`config.mk`:
```
export PLATFORM = sky130hd
export DESIGN_NAME = lsu_obi
export DESIGN_NICKNAME = d
export VERILOG_FILES = /design/src/rtl/riscv_defines.sv /design/src/rtl/lsu_resp_fifo.sv /design/src/rtl/lsu_obi.sv
export SDC_FILE = /design/constraint.sdc
export NUM_CORES = 1
export LEC_CHECK = 0
export CELL_PAD_IN_SITES_DETAIL_PLACEMENT = 1
export CELL_PAD_IN_SITES_GLOBAL_PLACEMENT = 1
export CORE_MARGIN = 4
export CORE_UTILIZATION = 33
export DETAILED_ROUTE_END_ITERATION = 16
export HOLD_SLACK_MARGIN = 0.15
export PLACE_DENSITY_LB_ADDON = 0.3
export SYNTH_ARGS = -nofsm -noshare
export SYNTH_HDL_FRONTEND = slang
export SYNTH_SLANG_ARGS = --single-unit
```
`constraint.sdc`:
```
create_clock -name clk -period 7.1 [get_ports clk]
set_input_delay 2.13 -clock clk [delete_from_list [all_inputs] [get_ports clk]]
set_output_delay 2.13 -clock clk [all_outputs]
set_load 0.005 [all_outputs]
```
`src/rtl/riscv_defines.sv`:
```
// riscv_defines: shared LSU access-size encoding and response metadata
package riscv_defines;

    typedef enum logic [1:0] {
        LSU_B = 2'b00,
        LSU_H = 2'b01,
        LSU_W = 2'b10,
        LSU_D = 2'b11
    } lsu_size_e;

    // offset is sized for the widest (64-bit) bus; the top bit stays 0 on a 32-bit bus
    typedef struct packed {
        logic      we;
        lsu_size_e size;
        logic      sgn;
        logic [2:0] offset;
    } lsu_resp_meta_t;

    function automatic logic [7:0] size_mask(input lsu_size_e s);
        return s == LSU_B ? 8'h01 : s == LSU_H ? 8'h03 : s == LSU_W ? 8'h0F : 8'hFF;
    endfunction

endpackage

```
`src/rtl/lsu_resp_fifo.sv`:
```
// lsu_resp_fifo: in-order FIFO of response metadata for accepted bus accesses
module lsu_resp_fifo
    import riscv_defines::*;
#(
    parameter int DEPTH = 2
) (
    input  logic           clk,
    input  logic           rst,
    input  logic           push_i,
    input  logic           pop_i,
    input  lsu_resp_meta_t data_i,
    output lsu_resp_meta_t data_o,
    output logic           full_o,
    output logic           empty_o
);

    localparam int PW = DEPTH > 1 ? $clog2(DEPTH) : 1;
    localparam int CW = $clog2(DEPTH + 1);

    lsu_resp_meta_t mem_q [DEPTH];
    logic [PW-1:0]  wptr_q, rptr_q;
    logic [CW-1:0]  cnt_q;
    logic           do_push, do_pop;

    // a push into a full FIFO is allowed only when the head leaves in the same cycle
    assign do_push = push_i & (~full_o | pop_i);
    assign do_pop  = pop_i & ~empty_o;
    assign full_o  = cnt_q == CW'(DEPTH);
    assign empty_o = cnt_q == '0;
    assign data_o  = mem_q[rptr_q];

    function automatic logic [PW-1:0] nxt(input logic [PW-1:0] p);
        return p == PW'(DEPTH - 1) ? '0 : p + 1'b1;
    endfunction

    // pointer and occupancy bookkeeping
    always_ff @(posedge clk) begin
        if (rst) begin
            wptr_q <= '0;
            rptr_q <= '0;
            cnt_q  <= '0;
        end else begin
            wptr_q <= do_push ? nxt(wptr_q) : wptr_q;
            rptr_q <= do_pop ? nxt(rptr_q) : rptr_q;
            cnt_q  <= cnt_q + CW'(do_push) - CW'(do_pop);
        end
    end

    // storage array, written at the tail
    always_ff @(posedge clk) begin
        if (do_push) mem_q[wptr_q] <= data_i;
    end

endmodule

```
`src/rtl/lsu_obi.sv`:
```
// lsu_obi: load/store unit bridging a valid/ready core port to an OBI data port
module lsu_obi
    import riscv_defines::*;
#(
    parameter int DATA_W          = 32,
    parameter int ADDR_W          = 32,
    parameter int MAX_OUTSTANDING = 2
) (
    input  logic              clk,
    input  logic              rst,
    input  logic              lsu_valid_i,
    output logic              lsu_ready_o,
    input  logic              lsu_we_i,
    input  logic [1:0]        lsu_size_i,
    input  logic              lsu_signed_i,
    input  logic [ADDR_W-1:0] lsu_addr_i,
    input  logic [DATA_W-1:0] lsu_wdata_i,
    output logic              lsu_rvalid_o,
    output logic [DATA_W-1:0] lsu_rdata_o,
    output logic              lsu_err_o,
    output logic              busy_o,
    output logic              data_req_o,
    input  logic              data_gnt_i,
    output logic [ADDR_W-1:0] data_addr_o,
    output logic              data_we_o,
    output logic [DATA_W/8-1:0] data_be_o,
    output logic [DATA_W-1:0] data_wdata_o,
    input  logic [DATA_W-1:0] data_rdata_i,
    input  logic              data_rvalid_i
);

    localparam int BW = DATA_W / 8;
    localparam int OW = $clog2(BW);
    localparam int LW = $clog2(DATA_W);
    localparam int CW = $clog2(MAX_OUTSTANDING + 1);

    logic [CW-1:0]     cnt_q;
    logic              req_q, we_q, rvalid_q, err_q;
    logic [ADDR_W-1:0] addr_q;
    logic [BW-1:0]     be_q;
    logic [DATA_W-1:0] wdata_q, rdata_q;

    lsu_size_e         size;
    logic [OW-1:0]     off;
    logic              bad, acc, acc_ok, acc_bad, resp;
    logic              fifo_full, fifo_empty;
    lsu_resp_meta_t    head;
    logic [DATA_W-1:0] sh, m, ld;
    logic [LW-1:0]     msb;

    assign size = lsu_size_e'(lsu_size_i);
    assign off  = lsu_addr_i[OW-1:0];
    assign bad  = (size == LSU_D & DATA_W == 32)
                | (size == LSU_H & lsu_addr_i[0])
                | (size == LSU_W & |lsu_addr_i[1:0])
                | (size == LSU_D & |lsu_addr_i[2:0]);

    // an erroneous access waits until the bus drains so its response stays in order
    assign lsu_ready_o = ~rst & ~fifo_full & (~req_q | data_gnt_i)
                       & ~(lsu_valid_i & bad & cnt_q != '0);
    assign acc     = lsu_valid_i & lsu_ready_o;
    assign acc_ok  = acc & ~bad;
    assign acc_bad = acc & bad;
    assign resp    = data_rvalid_i & ~fifo_empty;

    lsu_resp_fifo #(.DEPTH(MAX_OUTSTANDING)) u_fifo (
        .clk     (clk),
        .rst     (rst),
        .push_i  (acc_ok),
        .pop_i   (data_rvalid_i),
        .data_i  ({lsu_we_i, size, lsu_signed_i, 3'(off)}),
        .data_o  (head),
        .full_o  (fifo_full),
        .empty_o (fifo_empty)
    );

    // lane extraction and sign/zero extension of the returning load
    assign sh  = data_rdata_i >> {head.offset, 3'b000};
    assign m   = ~({DATA_W{1'b1}} << (8 << head.size));
    assign msb = LW'((8 << head.size) - 1);
    assign ld  = (sh & m) | ({DATA_W{head.sgn & sh[msb]}} & ~m);

    assign lsu_rvalid_o = rvalid_q;
    assign lsu_err_o    = err_q;
    assign lsu_rdata_o  = rdata_q;
    assign busy_o       = cnt_q != '0 | rvalid_q;
    assign data_req_o   = req_q;
    assign data_addr_o  = addr_q;
    assign data_we_o    = we_q;
    assign data_be_o    = be_q;
    assign data_wdata_o = wdata_q;

    // request phase, outstanding count and registered core response
    always_ff @(posedge clk) begin
        if (rst) begin
            cnt_q    <= '0;
            req_q    <= 1'b0;
            we_q     <= 1'b0;
            addr_q   <= '0;
            be_q     <= '0;
            wdata_q  <= '0;
            rvalid_q <= 1'b0;
            err_q    <= 1'b0;
            rdata_q  <= '0;
        end else begin
            cnt_q    <= cnt_q + CW'(acc_ok) - CW'(resp);
            rvalid_q <= acc_bad | resp;
            err_q    <= acc_bad;
            rdata_q  <= resp & ~head.we ? ld : '0;
            if (acc_ok) begin
                req_q   <= 1'b1;
                we_q    <= lsu_we_i;
                addr_q  <= {lsu_addr_i[ADDR_W-1:OW], {OW{1'b0}}};
                be_q    <= BW'(size_mask(size)) << off;
                wdata_q <= lsu_wdata_i << {off, 3'b000};
            end else if (data_gnt_i) begin
                req_q <= 1'b0;
            end
        end
    end

    assert property (@(posedge clk) disable iff (rst) data_rvalid_i |-> !fifo_empty);

endmodule

```
==> Implementation_results.wiki, run 1 <==
{| class="wikitable"
! Metric !! Value
|-
| Total iterations of the first detailed-routing run || 4
|-
| Synthesized flop and latch total || 121
|-
| Met1 usage in global routing || a little over a fifth
|-
| Pre-CTS worst setup slack || 0.739 ns
|-
| Largest net degree at the start of global routing || 90
|-
| Post-layout net count || 875
|-
| Chip Height || roughly 130 um
|-
| Drt initial violations || between 150 and 200
|-
| Horizontal die dimension || about 130 um
|-
| Antenna violations before repair || 0
|-
| Final wirelength || 17100 um
|-
| Highest achievable clock rate || 159 MHz
|-
| Antenna cell count || 0
|-
| Later-pin clock latency in the skew report || about 0.4 ns
|-
| Standard-cell row count || 44
|-
| Minimum clock period || about 6.3 ns
|-
| Sw Share || 27.6%
|-
| Distinct cell type count of the synthesized netlist || 42
|-
| Wire length of the first global-routing pass || 27400 um
|-
| Setup crit start kind || input port
|-
| Clk sinks || 121
|-
| Transition at the pin with the smallest max-transition slack || 1.23 ns
|-
| Synthesized netlist cell count || 580
|-
| Critical path type || input port to output port
|-
| Count of yosys warnings during synthesis || 0
|-
| Clock transition time at the flip-flop clock pins of the worst setup and hold paths || 0.06 ns
|-
| Grt met3 use || under 10%
|-
| CP Capture Type || output port
|-
| Max Transition Viols Final || 0
|-
| Clock network fraction of total power || 41.5%
|-
| Average size of a mapped cell || 8.71 um^2
|-
| Half-perimeter wire length after detailed placement || 12400 um
|-
| Placeable Area || 0.0148 mm^2
|-
| Share of total power in combinational logic || a little over a fifth
|-
| H-tree level count || 4
|-
| Share of synthesized registers carrying an async set or reset || 0%
|-
| Internal power summed over all cells || 1.54 mW
|-
| Busiest layer in global routing || met2
|-
| Final setup violation count || 0
|-
| Tcrit/Tclk final || 88.5%
|-
| TritonCTS clock tree || built
|-
| Post-cts sizing count || 0
|-
| Number of hold-repair buffers added at the cts stage || 0
|-
| Power, Total || 2.12 mW
|-
| CTS Buffer Depth || 2
|-
| Final clock skew || a little over 0.009 ns
|-
| Area used by sequential logic in the layout || 0.00254 mm^2
|-
| Slew Limit Headroom || between 10% and 20%
|-
| Number of maximum-capacitance violations || 0
|-
| Fraction of layout instances using a drive strength above 1 || 7.68%
|-
| GRT Resource Usage Total || between 10% and 20%
|-
| Root Buffer Master || clkbuf_16
|-
| Arr. time, crit path || 4.15 ns
|-
| Setup repair after global routing missed its margin || no
|-
| Top FF cell, synth || dfxtp_1
|-
| Area Growth Syn to Fin || 54.8%
|-
| Average routed wire per standard cell || 17.7 um
|-
| Starting Density || 34.2%
|-
| DRC || 0
|-
| Sequential share of power || 36.5%
|-
| Cts bufs inserted || 17
|-
| Gr ovfl total || 0
|-
| Fraction of met2 tracks used by global routing || about 34%
|-
| Switching power || 0.584 mW
|-
| Worst Path Required || between 4 and 5 ns
|-
| Die area || 0.0173 mm^2
|-
| Area of placed instances || 0.00721 mm^2
|-
| Number of synthesized flops with an enable pin || 12
|-
| # IOs || 211
|-
| Vias/cell || between 5 and 6
|-
| Number of nets with antenna violations after detailed routing || 0
|-
| Number of post-CTS setup repair buffers || 0
|-
| Portion of the post-synthesis area used by sequential elements || slightly above 50%
|-
| Run status || completed
|-
| Highest ir drop seen on vdd || 0.000139 V
|-
| Via total after detailed routing || 4924
|-
| Worst-case setup margin in the final layout || between 0.8 and 0.9 ns
|-
| Synthesized cell area || 0.00505 mm^2
|-
| Utilization of the core after routing || 53.0%
|-
| Final Cell Area || 0.00782 mm^2
|-
| Final hold violations || 0
|-
| Leak || 2.83 nW
|-
| I/O Buffers || approximately 210
|-
| Filler cells || 1722
|-
| Vias in the first global route || 5230
|-
| Area of the multi-input gates || 0.00230 mm^2
|-
| Final weighted congestion of routability-driven global placement || a little under 0.9
|-
| PwrDens || 271 mW/mm^2
|-
| Hold Crit Class || register to register
|-
| Highest net fanout along the worst path || 6
|-
| Setup TNS || 0 ns
|}
[through the flow]
| step | hold slack [ns] | std cells |
|---|---|---|
| 2_1_floorplan | 0.448 | 581 |
| 3_3_place_gp | 0.442 | 933 |
| 3_5_place_dp | 0.450 | 933 |
| 4_1_cts | 0.461 | 965 |
| 5_1_grt | 0.477 | 965 |
| 6_report | 0.457 | 965 |
[power by group through the flow]
stage / clock network, mW / registers (mW) / logic [mW]
after floorplan: 0 / 0.780 / 0.270
after global placement: 0 / 0.786 / 0.453
after detailed placement: 0 / 0.790 / 0.467
after CTS: 0.894 / 0.776 / 0.471
after global routing: 0.929 / 0.781 / 0.511
final: 0.880 / 0.775 / 0.465
[synthesized netlist by cell type, types with 2 or more instances]
| cell type | number | area share (%) |
|---|---|---|
| buf_2 | 2 | 0.20 |
| inv_1 | 6 | 0.45 |
| o21a_1 | 2 | 0.30 |
| xnor2_1 | 3 | 0.52 |
| nand3_1 | 11 | 1.1 |
| mux2i_1 | 21 | 4.2 |
| a211oi_1 | 26 | 3.9 |
| buf_6 | 3 | 0.67 |
| dfxtp_1 | 109 | 43 |
| or3_1 | 3 | 0.37 |
| edfxtp_1 | 12 | 7.1 |
| nor2b_1 | 10 | 1.2 |
| nand2_1 | 111 | 8.3 |
| a21oi_1 | 83 | 8.2 |
| o21ai_0 | 6 | 0.59 |
| clkbuf_1 | 36 | 2.7 |
| a221oi_1 | 9 | 1.6 |
| buf_4 | 2 | 0.30 |
| a21o_1 | 9 | 1.3 |
| mux2_2 | 13 | 2.9 |
| nor3_1 | 18 | 1.8 |
| nor2_1 | 58 | 4.3 |
| xor2_1 | 3 | 0.52 |
| ha_1 | 2 | 0.50 |
| buf_1 | 2 | 0.15 |
| and2_1 | 2 | 0.25 |
| and3_1 | 2 | 0.25 |
| o22ai_1 | 2 | 0.25 |
[cell usage in the layout (no fill, tap or decap), types with 2 or more instances in the layout]
master             n
clkinv_4           3
a221oi_1           9
xnor2_1            3
clkinv_2           3
conb_1             2
edfxtp_1          12
nand3_1           10
bufinv_16          3
a21o_1             9
nor2_1            58
clkbuf_16         17
a21oi_1           83
clkinvlp_4         2
inv_6              2
ha_1               2
o21a_1             2
clkdlybuf4s50_1  206
mux2_2            13
nor2b_1           10
a211oi_1          26
o21ai_0            6
buf_2              2
nand2_1          111
or3_1              3
buf_4              5
inv_1              6
and2_1             2
o22ai_1            2
xor2_1             3
dfxtp_1          109
nor3_1            18
mux2i_1           20
[logic make-up after synthesis]
group,count (synthesis),synth area share (%)
compound gates,143,17.3
flops,121,50.3
buf+inv,51,4.43
xor+xnor,6,1.04
simple gates,219,18.1
mux,37,8.25
other cells,1,0.0743
fa+ha+maj,2,0.495
[sequential cells by signal, indices dropped and copies added (netlist names), named ones only]
register	flops
cnt_q	2
data_addr_o	30
data_be_o	4
data_req_o	1
data_wdata_o	32
data_we_o	1
lsu_err_o	1
lsu_rdata_o	32
lsu_rvalid_o	1
u_fifo.cnt_q	2
u_fifo.mem_q	12
u_fifo.rptr_q	1
u_fifo.wptr_q	1
[path summary, 6_finish.rpt]
kind,end,slack (ns),cells past startpoint,startpoint
max,lsu_ready_o,0.82,7,lsu_size_i[0]
min reg2reg,data_addr_o[31],0.46,2,data_addr_o[31]
min,data_addr_o[31],0.46,2,data_addr_o[31]
max reg2reg,u_fifo.mem_q[0][2],4.03,4,u_fifo.cnt_q[0]
[per-layer routing]
layer  vias up  wire [um]
met5         -          0
met4         0        338
met3        27       1330
met2       170       8440
met1      2353       6950
li1       2374          -
[final cells by class]
class                           count  area share, %
Clock buffer                       18           5.62
Clock inverter                     14           2.18
Inverter                            6          0.288
Multi-Input combinational cell    409           29.5
Sequential cell                   121           32.5
Tap cell                          184           2.94
Timing Repair Buffer              213           27.0
[critical path: stages]
cell and delay (ns):
clkdlybuf4s50_1 0.49, o21a_1 0.20, o22ai_1 0.45, inv_1 0.10
nand2_1 0.13, o21a_1 0.12, clkdlybuf4s50_1 0.53
Note: power is estimated with default switching activity, not from simulation.
==> inputs of run 2 (changes only) <==
--- a/config.mk
+++ b/config.mk
@@ -8,7 +8,7 @@
 export CELL_PAD_IN_SITES_DETAIL_PLACEMENT = 1
 export CELL_PAD_IN_SITES_GLOBAL_PLACEMENT = 1
 export CORE_MARGIN = 4
-export CORE_UTILIZATION = 33
+export CORE_UTILIZATION = 31
 export DETAILED_ROUTE_END_ITERATION = 16
 export HOLD_SLACK_MARGIN = 0.15
 export PLACE_DENSITY_LB_ADDON = 0.3
==> constraint.sdc (replaced) <==
create_clock -name clk -period 6.37 [get_ports clk]
set_input_delay 1.911 -clock clk [delete_from_list [all_inputs] [get_ports clk]]
set_output_delay 1.911 -clock clk [all_outputs]
set_load 0.005 [all_outputs]
==> run 2 against run 1 <==
Clock power grew 16%. Clock skew shrank 0.00088 ns. Non-clock buffer count grew 3. Combinational power grew 12%. Die area grew 6.0%. Sequential share of layout area shrank 0.32 points. First-iteration DRC count grew 4.0%. Wire length grew 3.7%. Critical path depth grew 1. Global-route usage shrank 0.35 points. Critical path type unchanged. Largest power group unchanged.
==> Implementation_results.wiki, run 2 (synthesized netlist as in run 1, its figures left out) <==
{| class="wikitable"
! Metric !! Value
|-
| Sw Share || between 20% and 30%
|-
| Horizontal die dimension || 136 um
|-
| PwrDens || ~310 mW/mm^2
|-
| GRT Resource Usage Total || a little under a fifth
|-
| Internal power summed over all cells || 1.78 mW
|-
| Drt initial violations || 180
|-
| Share of total power in combinational logic || 21.7%
|-
| Vias/cell || between 4 and 5
|-
| Antenna violations before repair || 0
|-
| Chip Height || 136 um
|-
| I/O Buffers || 208
|-
| Transition at the pin with the smallest max-transition slack || 1.29 ns
|-
| Worst-case setup margin in the final layout || approximately 0.72 ns
|-
| Minimum clock period || 5.65 ns
|-
| Number of maximum-capacitance violations || 0
|-
| Leading cell types in the layout, fill and taps excluded || clkdlybuf4s50_1, nand2_1, dfxtp_1
|-
| Cts bufs inserted || 17
|-
| Placeable Area || about 0.016 mm^2
|-
| Average routed wire per standard cell || 17.7 um
|-
| Final clock skew || 0.00841 ns
|-
| Clock network fraction of total power || between 40 and 50%
|-
| Starting Density || 31.7%
|-
| Arr. time, crit path || 3.74 ns
|-
| Max Transition Viols Final || 0
|-
| Highest ir drop seen on vdd || 0.000180 V
|-
| CP Capture Type || output port
|-
| Leak || 2.86 nW
|-
| Number of post-CTS setup repair buffers || 0
|-
| Setup crit start kind || input port
|-
| Fraction of layout instances using a drive strength above 1 || 7.67%
|-
| Critical path type || input port to output port
|-
| Setup TNS || 0 ns
|-
| Total iterations of the first detailed-routing run || 4
|-
| Clock transition time at the flip-flop clock pins of the worst setup and hold paths || 0.06 ns
|-
| Switching power || 0.632 mW
|-
| Slew Limit Headroom || 12.3%
|-
| # IOs || between 200 and 250
|-
| Gr ovfl total || 0
|-
| Clk sinks || 121
|-
| Run status || completed
|-
| TritonCTS clock tree || built
|-
| Standard-cell row count || 46
|-
| Power, Total || 2.41 mW
|-
| Pre-CTS worst setup slack || 0.730 ns
|-
| Wire length of the first global-routing pass || 27600 um
|-
| DRC || 0
|-
| H-tree level count || 4
|-
| Hold Crit Class || register to register
|-
| Highest net fanout along the worst path || 6
|-
| Antenna cell count || 0
|-
| Half-perimeter wire length after detailed placement || roughly 13000 um
|-
| Later-pin clock latency in the skew report || 0.41 ns
|-
| Die area || 0.0184 mm^2
|-
| Tcrit/Tclk final || 88.7%
|-
| Worst-case register-to-register setup slack || ~3.4 ns
|-
| Commonest non-fill, non-tap cell in the layout || clkdlybuf4s50_1
|-
| Highest achievable clock rate || ~180 MHz
|-
| Final hold violations || 0
|-
| Setup repair after global routing missed its margin || no
|-
| Sequential share of power || 35.9%
|-
| Worst Path Required || about 4.5 ns
|-
| Post-cts sizing count || 0
|-
| Final wirelength || 17700 um
|-
| Area Growth Syn to Fin || 56.4%
|-
| Root Buffer Master || clkbuf_16
|-
| Vias in the first global route || 5378
|-
| Final weighted congestion of routability-driven global placement || about 0.86
|-
| Via total after detailed routing || between 4000 and 5000
|-
| Number of hold-repair buffers added at the cts stage || 0
|-
| Final setup violation count || 0
|-
| Post-layout net count || 878
|-
| Number of nets with antenna violations after detailed routing || 0
|-
| Largest net degree at the start of global routing || 89
|-
| CTS Buffer Depth || 2
|}
## run 2: changes by cell type in the layout (fill, tap and decap cells not counted)
| cell | before | now |
|---|---|---|
| clkinv_4 | 3 | 0 |
| clkinvlp_4 | 2 | 0 |
| bufinv_16 | 3 | 4 |
| buf_4 | 5 | 8 |
| clkbuf_1 | 0 | 1 |
| inv_6 | 2 | 0 |
| clkbuf_8 | 1 | 4 |
## run 2: worst max-delay path: stages
cell and delay (ns):
clkdlybuf4s50_1 0.49, o21a_1 0.21, o22ai_1 0.16, buf_4 0.18, inv_1 0.04, nand2_1 0.09, o21a_1 0.12, clkdlybuf4s50_1 0.52
## run 2: metal layers
| metal | global-route usage [%] | up-vias | share of wire, % |
|---|---|---|---|
| met5 | 0 | - | 0 |
| met4 | 7.89 | 0 | 2.3 |
| li1 | - | 2389 | - |
| met2 | 33.9 | 157 | 51 |
| met1 | 20.2 | 2369 | 38 |
| met3 | 7.06 | 26 | 8.1 |
## run 2: layout make-up
class	instances	area, um^2
clock inverters	8	141
well taps	216	270
clock buffers	22	484
inverters	6	22.5
repair buffers	216	2130
multi-input cells	409	2300
fillers	1824	8050
flip-flops and latches	121	2540
## run 2: worst paths after layout
| check | cells after the start | from | to |
|---|---|---|---|
| hold reg to reg | 2 | data_addr_o[16] | data_addr_o[16] |
| setup / recovery | 8 | lsu_size_i[0] | lsu_ready_o |
| hold / removal | 2 | data_addr_o[16] | data_addr_o[16] |
| setup reg to reg | 6 | register | lsu_rdata_o[22] |
## run 2: power groups by stage
stage	registers, mW	clock network (mW)	logic [mW]
after global routing	0.872	1.09	0.575
final	0.864	1.02	0.522
after global placement	0.877	0	0.508
after CTS	0.865	1.04	0.530
after floorplan	0.869	0	0.301
after detailed placement	0.881	0	0.526
## run 2: per-stage QoR
step,cells,instance area (um^2),util (%),hold slack [ns]
2_1_floorplan,581,5050,-,0.448
3_3_place_gp,968,7270,45.6,0.441
3_5_place_dp,968,7270,45.6,0.451
4_1_cts,998,7900,49.5,0.459
5_1_grt,998,7900,49.5,0.474
6_report,998,7900,49.5,0.455
